--- src/rtl/dbus_router.sv ---
// ---------------------------------------------------------------------------
// dbus_router
//
// Data-bus interconnect between the pipeline CPU's DMEM port and NSLV
// memory-mapped slaves. Each CPU access is decoded by base/mask, the address
// is rebased to a slave-relative offset, and a req/ack handshake is run with
// the selected slave while the pipeline is stalled. Slaves may insert any
// number of wait states by delaying their ack.
//
// Transaction flow: IDLE -> ACCESS (until ack) -> DONE (one cycle) -> IDLE.
// An unmapped access skips ACCESS and completes in DONE with an error.
//
// Optional feature macro: DBUS_TIMEOUT_EN
//   When defined, an ACCESS that sees no ack for TIMEOUT cycles is abandoned
//   and completes with cpu_err=1 and cpu_rdata=32'hDEADBEEF. When undefined,
//   ACCESS waits for the ack indefinitely.
//
// Parameters
//   NSLV      number of slave ports
//   AW, DW    address / data width
//   SLV_BASE  NSLV*AW flat vector, slave i base at [i*AW +: AW]
//   SLV_MASK  NSLV*AW flat vector, compared address bits for slave i
//   TIMEOUT   max ACCESS cycles without ack (DBUS_TIMEOUT_EN only)
//
// Ports
//   clock      in   1        system clock, posedge
//   reset      in   1        synchronous, active-high
//   cpu_req    in   1        load/store request, held stable while stalled
//   cpu_we     in   1        1=store, 0=load
//   cpu_addr   in   AW       byte address
//   cpu_wdata  in   DW       store data
//   cpu_stall  out  1        freeze pipeline (combinational)
//   cpu_rdata  out  DW       load data, valid in DONE, held until next capture
//   cpu_err    out  1        decode/timeout error, valid in DONE, held
//   slv_sel    out  NSLV     one-hot request strobe, held until ack
//   slv_we     out  1        registered write enable
//   slv_addr   out  AW       cpu_addr - SLV_BASE[sel], modulo 2^AW
//   slv_wdata  out  DW       registered store data
//   slv_ack    in   NSLV     per-slave completion; only the selected bit counts
//   slv_rdata  in   NSLV*DW  flat read data, slave i at [i*DW +: DW]
// ---------------------------------------------------------------------------
module dbus_router #(
  parameter int unsigned           NSLV     = 2,
  parameter int unsigned           AW       = 32,
  parameter int unsigned           DW       = 32,
  parameter logic [NSLV*AW-1:0]    SLV_BASE = {32'h10020000, 32'h10010000},
  parameter logic [NSLV*AW-1:0]    SLV_MASK = {32'hFFFFF000, 32'hFFFF0000},
  parameter int unsigned           TIMEOUT  = 15
) (
  input  logic                 clock,
  input  logic                 reset,
  input  logic                 cpu_req,
  input  logic                 cpu_we,
  input  logic [AW-1:0]        cpu_addr,
  input  logic [DW-1:0]        cpu_wdata,
  output logic                 cpu_stall,
  output logic [DW-1:0]        cpu_rdata,
  output logic                 cpu_err,
  output logic [NSLV-1:0]      slv_sel,
  output logic                 slv_we,
  output logic [AW-1:0]        slv_addr,
  output logic [DW-1:0]        slv_wdata,
  input  logic [NSLV-1:0]      slv_ack,
  input  logic [NSLV*DW-1:0]   slv_rdata
);

  typedef enum logic [1:0] {
    IDLE   = 2'd0,
    ACCESS = 2'd1,
    DONE   = 2'd2
  } state_t;

  state_t state, state_next;

  // -------------------------------------------------------------------------
  // Address decode: first (lowest-index) matching slave wins on overlap.
  // -------------------------------------------------------------------------
  logic            dec_hit;
  logic [NSLV-1:0] dec_onehot;
  logic [AW-1:0]   dec_base;

  always_comb begin
    dec_hit    = 1'b0;
    dec_onehot = '0;
    dec_base   = '0;
    for (int unsigned i = 0; i < NSLV; i++) begin
      if (!dec_hit &&
          ((cpu_addr & SLV_MASK[i*AW +: AW]) ==
           (SLV_BASE[i*AW +: AW] & SLV_MASK[i*AW +: AW]))) begin
        dec_hit       = 1'b1;
        dec_onehot[i] = 1'b1;
        dec_base      = SLV_BASE[i*AW +: AW];
      end
    end
  end

  // -------------------------------------------------------------------------
  // Ack / read-data from the currently selected slave. slv_sel is one-hot
  // while in ACCESS, so an OR-mux is sufficient.
  // -------------------------------------------------------------------------
  logic          ack_hit;
  logic [DW-1:0] rdata_sel;

  always_comb begin
    ack_hit   = |(slv_ack & slv_sel);
    rdata_sel = '0;
    for (int unsigned i = 0; i < NSLV; i++) begin
      if (slv_sel[i]) begin
        rdata_sel = rdata_sel | slv_rdata[i*DW +: DW];
      end
    end
  end

  // -------------------------------------------------------------------------
  // Optional ACCESS watchdog. The count is the number of ack-less ACCESS
  // cycles already elapsed, so the watchdog fires in the TIMEOUT-th cycle.
  // -------------------------------------------------------------------------
`ifdef DBUS_TIMEOUT_EN
  localparam int unsigned CNT_W = (TIMEOUT < 2) ? 1 : $clog2(TIMEOUT);
  localparam logic [CNT_W-1:0] TO_LAST = CNT_W'(TIMEOUT - 1);

  logic [CNT_W-1:0] to_cnt;
  logic             to_hit;

  always_comb begin
    to_hit = (to_cnt == TO_LAST);
  end
`endif

  // -------------------------------------------------------------------------
  // State register
  // -------------------------------------------------------------------------
  always_ff @(posedge clock) begin
    if (reset) begin
      state <= IDLE;
    end else begin
      state <= state_next;
    end
  end

  // -------------------------------------------------------------------------
  // Next-state and stall
  // -------------------------------------------------------------------------
  always_comb begin
    state_next = state;
    cpu_stall  = 1'b0;
    case (state)
      IDLE: begin
        if (cpu_req) begin
          cpu_stall  = 1'b1;
          state_next = dec_hit ? ACCESS : DONE;
        end
      end
      ACCESS: begin
        cpu_stall = 1'b1;
        if (ack_hit) begin
          state_next = DONE;
        end
`ifdef DBUS_TIMEOUT_EN
        else if (to_hit) begin
          state_next = DONE;
        end
`endif
      end
      DONE: begin
        state_next = IDLE;
      end
      default: begin
        state_next = IDLE;
      end
    endcase
  end

  // -------------------------------------------------------------------------
  // Datapath registers
  // -------------------------------------------------------------------------
  always_ff @(posedge clock) begin
    if (reset) begin
      slv_sel   <= '0;
      slv_we    <= 1'b0;
      slv_addr  <= '0;
      slv_wdata <= '0;
      cpu_rdata <= '0;
      cpu_err   <= 1'b0;
`ifdef DBUS_TIMEOUT_EN
      to_cnt    <= '0;
`endif
    end else begin
      case (state)
        IDLE: begin
          if (cpu_req) begin
            if (dec_hit) begin
              slv_sel   <= dec_onehot;
              slv_we    <= cpu_we;
              slv_addr  <= cpu_addr - dec_base;
              slv_wdata <= cpu_wdata;
`ifdef DBUS_TIMEOUT_EN
              to_cnt    <= '0;
`endif
            end else begin
              // Unmapped: no strobe is raised, so a store is simply dropped.
              cpu_err   <= 1'b1;
              cpu_rdata <= '0;
            end
          end
        end
        ACCESS: begin
          // Ack takes priority over a watchdog expiry in the same cycle.
          if (ack_hit) begin
            cpu_rdata <= rdata_sel;
            cpu_err   <= 1'b0;
            slv_sel   <= '0;
          end
`ifdef DBUS_TIMEOUT_EN
          else if (to_hit) begin
            cpu_rdata <= DW'(32'hDEADBEEF);
            cpu_err   <= 1'b1;
            slv_sel   <= '0;
          end else begin
            to_cnt    <= to_cnt + 1'b1;
          end
`endif
        end
        default: begin
        end
      endcase
    end
  end

endmodule

--- config.mk ---
export PLATFORM = sky130hd
export DESIGN_NAME = dbus_router
export DESIGN_NICKNAME = d
export VERILOG_FILES = /design/src/rtl/dbus_router.sv
export SDC_FILE = /design/constraint.sdc
export NUM_CORES = 1
export LEC_CHECK = 0
export CORE_UTILIZATION = 40
export CTS_CLUSTER_DIAMETER = 80
export DETAILED_ROUTE_END_ITERATION = 7
export PLACE_DENSITY_LB_ADDON = 0.25
export SLEW_MARGIN = 20
export SYNTH_ARGS = -nofsm -noshare
export SYNTH_HDL_FRONTEND = slang
export SYNTH_SLANG_ARGS = --single-unit
--- constraint.sdc ---
create_clock -name clock -period 3.2 [get_ports clock]
set_input_delay 0.96 -clock clock [delete_from_list [all_inputs] [get_ports clock]]
set_output_delay 0.96 -clock clock [all_outputs]
set_load 0.01 [all_outputs]
## Yosys cells after proc, flatten, opt, wreduce, memory -nomap -nowiden

Index checks and enable logic that the tools add are counted.

- Reductions and logical operators: 9
- Muxes and demuxes: 25
- Bitwise gates (word level): 2
- Eq/ne operators: 7
- Add/subtract/negate cells: 1

Operator list:

| kind | number |
|---|---|
| $mux 32 | 5 |
| $pmux 32 s2 | 1 |
| $mux 29 | 2 |
| $or 32x32->32 | 1 |
| $sub 32x32->32 | 1 |
| $eq 20x17->1 const B | 1 |
| $eq 16x13->1 const B | 1 |
| $mux 2 | 6 |
| $ne 2x2->1 const B | 4 |
| $pmux 2 s2 | 2 |
| $reduce_and 4->1 | 2 |
| $mux 1 | 7 |
| $pmux 1 s2 | 2 |
| $reduce_and 3->1 | 1 |
| $and 2x2->2 | 1 |
| $eq 2x1->1 const B | 1 |
| $logic_not 2->1 | 1 |
| $reduce_and 2->1 | 1 |
| $reduce_bool 2->1 | 1 |
| $reduce_or 2->1 | 1 |
| $logic_and 1x1->1 | 1 |
| $logic_not 1->1 | 1 |

- Logic and storage cells: 51
- Register bits: 102
- Output and inout bits: 101

## Logic depth before layout (Yosys ltp)

Gate-level depths: netlist of run 1.

- Depth in word-level cells: 8
- Gate-level depth with buffers: 9
- Mapped depth without buffers: 9

## Worst setup path after synthesis of run 1

Ideal clock, no wire load.

- Kind: input port to flip-flop
- From: input cpu_addr[21]
- To: register slv_addr[30]
- Path buffers: 0
- Cell stages on the path: 9
- Setup slack: 0.239 ns
- Library setup time: 0.072 ns
- Arrival: 2.889 ns
- Cell sequence: nor4_4 nand4_2 or2_2 ha_1 or4_1 nand2_1 a41o_1 o21ai_0 a21oi_1

- Word-level cells in the longest chain between the ends: 6
- Elaborated cells between the ends (all ways): 10
- Those cells by class: add/sub (1); eq/ne (2); mux (4); reduce/logical (3)

Ends and longest elaborated chain:

| element | RTL line | RTL |
|---|---|---|
| start: declaration | 54 | `input logic [AW-1:0] cpu_addr,` |
| $eq 16x13->1 | 88 | `((cpu_addr & SLV_MASK[i*AW +: AW]) ==` |
| $mux 1 | 87 | `if (!dec_hit &&` |
| $logic_not 1->1 | 87 |  |
| $logic_and 1x1->1 | 87 |  |
| $mux 29 / $mux 1 (equally long branches) | 87 |  |
| $sub 32x32->32 / $reduce_and 3->1 (equally long branches) | - |  |
| end signal: assignment | 195 | `slv_addr <= cpu_addr - dec_base;` |
| end: declaration | 61 | `output logic [AW-1:0] slv_addr,` |

Parallel ways exist; a longest one is shown, timed or not.
A chain may end at the register's enable or synchronous reset.

## Worst setup path in the final report of run 1

- From: input cpu_addr[23]
- To: register slv_addr[30]

The elaborated chain is that of the path after synthesis.

==> reports/qor.csv, run 1 <==
stage,metric,value,unit
final_layout,nets,842,
timing,rsz0062_at_grt,false,
pwr,intPower,2.09,mW
logic_synthesis,avgSynthCellArea,9.69,um^2
die,fp.dieW,109,um
grt,overflow,0,
worst_setup_path,r2r_slack,1.38,ns
clock_tree,path_clk_slew,0.07,ns
logic_synthesis,synth_flop_cell,dfxtp_1,
worst_setup_path,critPathKind,input pin to flop,
timing,slew_viol_final,0,
logic_synthesis,synth_most_common_cell,dfxtp_1,
logic_synthesis,synth.distinct_cells,49,
logic_synthesis,yosys-top-cells-area,"dfxtp_1, a21oi_2, nand2_2",
placed_design,port_buffers,234,
pwr,clkPwrFrac,0.417,
die,pin_count,235,
pwr,power.density,358,mW/mm^2
die,die-area,0.0118,mm^2
logic_synthesis,synth_enable_flop_cells,0,
route,drc_errors,0,
clock_tree,clk_latency,0.34,ns
run_status,status,finished clean,
logic_synthesis,synth_common_cells,"dfxtp_1, nand2_1, a21oi_2, nand2_2, a22oi_1",
die,row_count,38,
logic_synthesis,synthArstFlopShare,0,
clock_tree,ctsHoldBuffers,0,
final_layout,area_growth,62.8,%
timing,final_min_period_over_clock_period,0.956,
logic_synthesis,yosys.area.top_type,dfxtp_1,
route,via_per_inst,5.10,
worst_setup_path,crit_required,3.47,ns
pwr,combPwrFrac,0.102,
clock_tree,cts_root_buffer,clkbuf_16,
logic_synthesis,synth_nets,606,
worst_setup_path,reg2reg_from,state[0],
route,first_pass_iters,4,
die,die_h,109,um
grt,track_usage,0.221,
timing,fin_skew,0.00423,ns
final_layout,finalInstanceArea,0.00739,mm^2
clock_tree,postCtsSetupBuffers,0,
die,initial_utilization,0.415,
clock_tree,numCtsBuffers,9,
logic_synthesis,yosysWarnings,0,
route,first_iter_violations,219,
final_layout,seqCellArea,0.00204,mm^2
placed_design,dpl_cell_area,0.00705,mm^2
min_path,min-delay-start,slv_we,
worst_setup_path,setup.worst_path.end_class,flop,
pwr,peakVddDrop,266,uV
logic_synthesis,ys_seq_elements,102,
timing,hold_violations,0,
worst_setup_path,path_max_fanout,4,
grt,grt_pass1_wl,20300,um
worst_setup_path,cp-startpoint,cpu_addr[23],
pwr,power_frac_seq,0.481,
timing,relSlewSlack,0.541,
clock_tree,clockBufferDepth,2,
placed_design,hpwl,9900,um
final_layout,multi_input_area,0.00224,mm^2
route,antenna_left,0,
timing,fmax,327,MHz
logic_synthesis,netlist_area,0.00454,mm^2
timing,min_period,3.06,ns
logic_synthesis,syn_inst,468,
min_path,hp-class,flop to flop,
grt,grt_max_degree,54,
route,wl_per_cell,15.6,um
route,vias,4330,
clock_tree,h-tree-depth,3,
clock_tree,clock_sinks,102,
die,core_area,0.0109,mm^2
run,maxCapViolations,0,
placed_design,routabilityCongestion,0.846,
placed_design,dp.cells,833,
pwr,switching_share,0.208,
grt,grt_pass1_vias,4301,
pwr,p_sw,0.550,mW
final_layout,n_fill_cell,859,
timing,setup_viol,0,
final_layout,drive_gt1_frac,0.223,
worst_setup_path,worstPathArrival,3.33,ns
grt,antenna_found_initial,0,
clock_tree,cts_tree,yes,
route,finalWirelength,13200,um
pwr,power_leakage,2.44,nW
final_layout,antenna_cells,0,
worst_setup_path,startpoint_type,input pin,
timing,tightest_slew,0.688,ns
final_layout,final_cells,849,
timing,finalHoldWorstSlack,0.450,ns
logic_synthesis,seq_area_frac_synth,0.450,
logic_synthesis,synth_top_cell_area_share,0.450,
final_layout,utilization,0.675,
-- cells in the final DEF, fill, tap and decap left out, types with 2 or more instances in the layout --
cell type        Yosys  routed
nor2b_1              2       2
buf_4                1      27
a22oi_1             32      32
nand2b_1             6       6
a22o_1               2       2
inv_1                6       6
buf_12               5       3
nor4_4               2       3
nand4_1              2       2
clkbuf_16            0       9
a21oi_2             49      50
o31ai_1             21      21
nand3b_1            21      21
nand3_1              2       2
dlymetal6s2s_1       0       3
nand2_1             63      63
clkinv_2             0       3
nand2_4              2       2
o21ai_0              4       4
dfxtp_1            102     102
o2bb2ai_1           11      11
a21oi_1              8       7
nand2_2             47      47
nor3_1               3       3
ha_1                 3       3
nor2_1              10      10
clkbuf_8             0       2
o21a_1              10      10
clkdlybuf4s50_1      0     230
-- cells by family (layout without fill, tap and decap cells) --
group,after synthesis,count (layout),synth area share
flip-flops,102,102,0.450
adder cells (fa/ha/maj),4,4,0.0127
buffers and inverters,44,285,0.0637
AND/OR/NAND/NOR,172,172,0.217
XOR/XNOR,2,2,0.00386
AO/OA/AOI/OAI,144,144,0.253
-- per-stage QoR --
step / total power [mW] / TNS [ns] / setup WS, ns
global route: 2.73 / 0 / 0.0211
CTS: 2.66 / 0 / 0.00887
floorplan: 1.36 / 0 / 0.239
finish: 2.64 / 0 / 0.142
detailed placement: 1.57 / -9.16 / -0.363
global placement: 1.56 / -8.55 / -0.291
-- critical path: stages --
cell and delay, ns:
clkdlybuf4s50_1 0.44, nor4_4 0.36, nand4_2 0.18, or2_4 0.27, ha_1 0.29, or4_1 0.40, nand2_1 0.08, a41o_1 0.09
o21ai_0 0.10, a21oi_1 0.15
-- per-layer routing --
metal  up-vias  global-route usage  part of all wire
li1       2121                   -                 -
met1      2015               0.250              0.40
met2       172               0.392              0.50
met3        22              0.0542             0.080
met4         0              0.0975             0.021
met5         -                   0                 0
-- repair_timing --
item / in CTS / in global routing
gates resized for setup: 1 / 7
pin swaps: 0 / 3
setup endpoints to repair: 1 / 12
-- cell type report --
cell class                      instances  share of cell area
Tap cell                              140              0.0237
Clock buffer                           12              0.0347
Inverter                                6             0.00305
Clock inverter                          4             0.00610
Sequential cell                       102               0.276
Multi-Input combinational cell        322               0.304
Timing Repair Buffer                  263               0.352
-- state kept, by name (all words and copies together), names as in the netlist --
| register | count |
|---|---|
| cpu_rdata | 32 |
| slv_sel | 2 |
| state | 2 |
| slv_addr | 32 |
| slv_wdata | 32 |
| cpu_err | 1 |
| slv_we | 1 |
-- power groups by stage --
stage          clock [mW]  combinational, mW  sequential (mW)
2_1_floorplan           0             0.0614             1.30
3_3_place_gp            0              0.262             1.30
3_5_place_dp            0              0.266             1.30
4_1_cts              1.12              0.269             1.27
5_1_grt              1.18              0.285             1.27
6_report             1.10              0.269             1.27
-- path summary, 6_finish.rpt --
kind,end,cells past startpoint
setup / recovery,slv_addr[30],10
hold / removal,slv_we,2
setup reg to reg,slv_addr[30],6
hold reg to reg,slv_we,2
Power figures use the tool's default switching activity.
==> run 2, diff against run 1 <==
--- a/config.mk
+++ b/config.mk
@@ -5,7 +5,7 @@
 export SDC_FILE = /design/constraint.sdc
 export NUM_CORES = 1
 export LEC_CHECK = 0
-export CORE_UTILIZATION = 40
+export CORE_UTILIZATION = 36
 export CTS_CLUSTER_DIAMETER = 80
 export DETAILED_ROUTE_END_ITERATION = 7
 export PLACE_DENSITY_LB_ADDON = 0.25
==> constraint.sdc (replaced) <==
create_clock -name clock -period 2.52 [get_ports clock]
set_input_delay 0.756 -clock clock [delete_from_list [all_inputs] [get_ports clock]]
set_output_delay 0.756 -clock clock [all_outputs]
set_load 0.01 [all_outputs]
==> run 2 against run 1 <==
First-iteration DRC count is 8.7% lower. Clock skew grew 0.0037 ns. Global-route usage decreased by 1.7 points. Die area increased by 11%. Clock-buffer cell count fell by 1. Flip-flop and latch count did not move. Clock power up 31%. Combinational power is 31% higher.
==> reports/qor.csv, run 2 (synthesized netlist as in run 1, its figures left out) <==
stage,metric,value,unit
timing,fmax,405,MHz
timing,rsz0062_at_grt,true,
run,maxCapViolations,0,
worst_setup_path,crit_top_cell,buf_4,
final_layout,utilization,0.630,
grt,grt_pass1_wl,21400,um
placed_design,pre_cts_ws,-0.725,ns
clock_tree,numCtsBuffers,9,
final_layout,mostFrequentLayoutCells,"clkdlybuf4s50_1, dfxtp_1, nand2_1",
worst_setup_path,path_max_fanout,5,
final_layout,area_growth,68.8,%
timing,tightest_slew,0.494,ns
worst_setup_path,crit_required,2.81,ns
timing,fin_skew,0.00795,ns
timing,relSlewSlack,0.671,
timing,finalHoldWorstSlack,0.453,ns
pwr,power.density,444,mW/mm^2
clock_tree,clockBufferDepth,2,
die,initial_utilization,0.373,
worst_setup_path,setup.worst_path.end_class,flop,
grt,grt_pass1_vias,4424,
timing,hold_violations,0,
route,first_iter_violations,200,
final_layout,finalInstanceArea,0.00766,mm^2
die,die_h,114,um
die,row_count,40,
final_layout,drive_gt1_frac,0.280,
run_status,status,finished clean,
timing,slew_viol_final,0,
clock_tree,path_clk_slew,0.07,ns
placed_design,hpwl,9660,um
timing,setup_viol,0,
timing,min_period,2.47,ns
worst_setup_path,crit_path_max_incr_delay,0.32,ns
worst_setup_path,crit_family,compound AO/OA/AOI/OAI gates,
min_path,hp-class,flop to flop,
die,die-area,0.0131,mm^2
grt,antenna_found_initial,1,
route,via_per_inst,4.89,
grt,track_usage,0.204,
route,vias,4388,
clock_tree,cts_tree,yes,
route,finalWirelength,13700,um
clock_tree,cts_root_buffer,clkbuf_16,
worst_setup_path,crit_slowest_cell,nor4_4,
final_layout,reg_top3,"cpu_rdata (32), slv_addr (32), slv_wdata (32)",
route,antenna_left,0,
route,first_pass_iters,4,
grt,overflow,0,
final_layout,nets,863,
final_layout,n_fill_cell,1030,
placed_design,port_buffers,234,
pwr,power_leakage,2.56,nW
timing,final_min_period_over_clock_period,0.979,
worst_setup_path,worstPathArrival,2.75,ns
clock_tree,clk_latency,0.34,ns
placed_design,dpl_cell_area,0.00717,mm^2
clock_tree,h-tree-depth,3,
grt,grt_max_degree,86,
die,fp.dieW,114,um
worst_setup_path,crit_buf_inv,4,
placed_design,routabilityCongestion,0.781,
die,pin_count,235,
placed_design,dp.cells,866,
final_layout,antenna_cells,0,
final_layout,final_cells,897,
route,wl_per_cell,15.3,um
timing,setup_slack,0.0529,ns
clock_tree,clock_sinks,102,
route,drc_errors,0,
worst_setup_path,critPathKind,input pin to flop,
final_layout,final_common_cell,clkdlybuf4s50_1,
worst_setup_path,crit_chain,clkbuf_2 > nor4_4 > buf_4 > buf_4 > nand2_1 > nor2_2 > inv_2 > ha_4 > a21oi_2 > a31o_2 > a31oi_4 > o21a_1,
die,core_area,0.0122,mm^2
pwr,peakVddDrop,271,uV
worst_setup_path,startpoint_type,input pin,
## run 2: what timing repair did
item / 4_1_cts / 5_1_grt
endpoints found under the setup margin: 67 / 28
buffers inserted: 11 / 6
pin swaps: 16 / 18
hold buffers: 0 / 0
resized for setup: 41 / 35
## run 2: tightest hold or removal path, stage by stage (launching register included)
cell     delay, ns
dfxtp_1       0.31
nand2_2       0.05
a21oi_2       0.04
## run 2: area by class of cell
cell class	instances	area, um^2	area share
well taps	168	210	0.0274
clock inverters	4	72.6	0.00947
multi-input cells	322	2350	0.307
clock buffers	11	233	0.0304
repair buffers	284	2730	0.356
inverters	6	22.5	0.00294
flip-flops and latches	102	2040	0.267
## run 2: worst paths after layout
path | endpoint | from | slack (ns) | cells past startpoint
max | slv_addr[19] | cpu_addr[14] | 0.05 | 12
min | slv_addr[15] | slv_addr[15] | 0.45 | 2
max reg2reg | cpu_rdata[21] | slv_sel[0] | 0.84 | 6
min reg2reg | slv_addr[15] | slv_addr[15] | 0.45 | 2
## run 2: stage by stage
step / setup TNS, ns / total power [mW]
finish: 0 / 3.40
global route: -0.445 / 3.54
CTS: 0 / 3.44
detailed placement: -45.13 / 1.99
global placement: -45.57 / 1.99
floorplan: -0.886 / 1.73
## run 2: power breakdown
group	switching (mW)	internal, mW	total (mW)
clock network	0.572	0.864	1.44
logic	0.126	0.226	0.353
registers	0.00166	1.61	1.62
total	0.700	2.70	3.40
## run 2: routing by layer
layer  global-route usage  up-vias  wire (um)
li1                     -     2157          -
met1                0.233     2051       5680
met2                0.371      157       7000
met3               0.0471       21        811
met4               0.0745        2        233
met5                    0        -         10
==> run 3, diff against run 2 <==
--- a/config.mk
+++ b/config.mk
@@ -6,7 +6,7 @@
 export NUM_CORES = 1
 export LEC_CHECK = 0
 export CORE_UTILIZATION = 36
-export CTS_CLUSTER_DIAMETER = 80
+export CTS_CLUSTER_DIAMETER = 150
 export DETAILED_ROUTE_END_ITERATION = 7
 export PLACE_DENSITY_LB_ADDON = 0.25
 export SLEW_MARGIN = 20
==> results of run 3 <==
The final DEF is identical to that of run 2; final timing and power are the same.
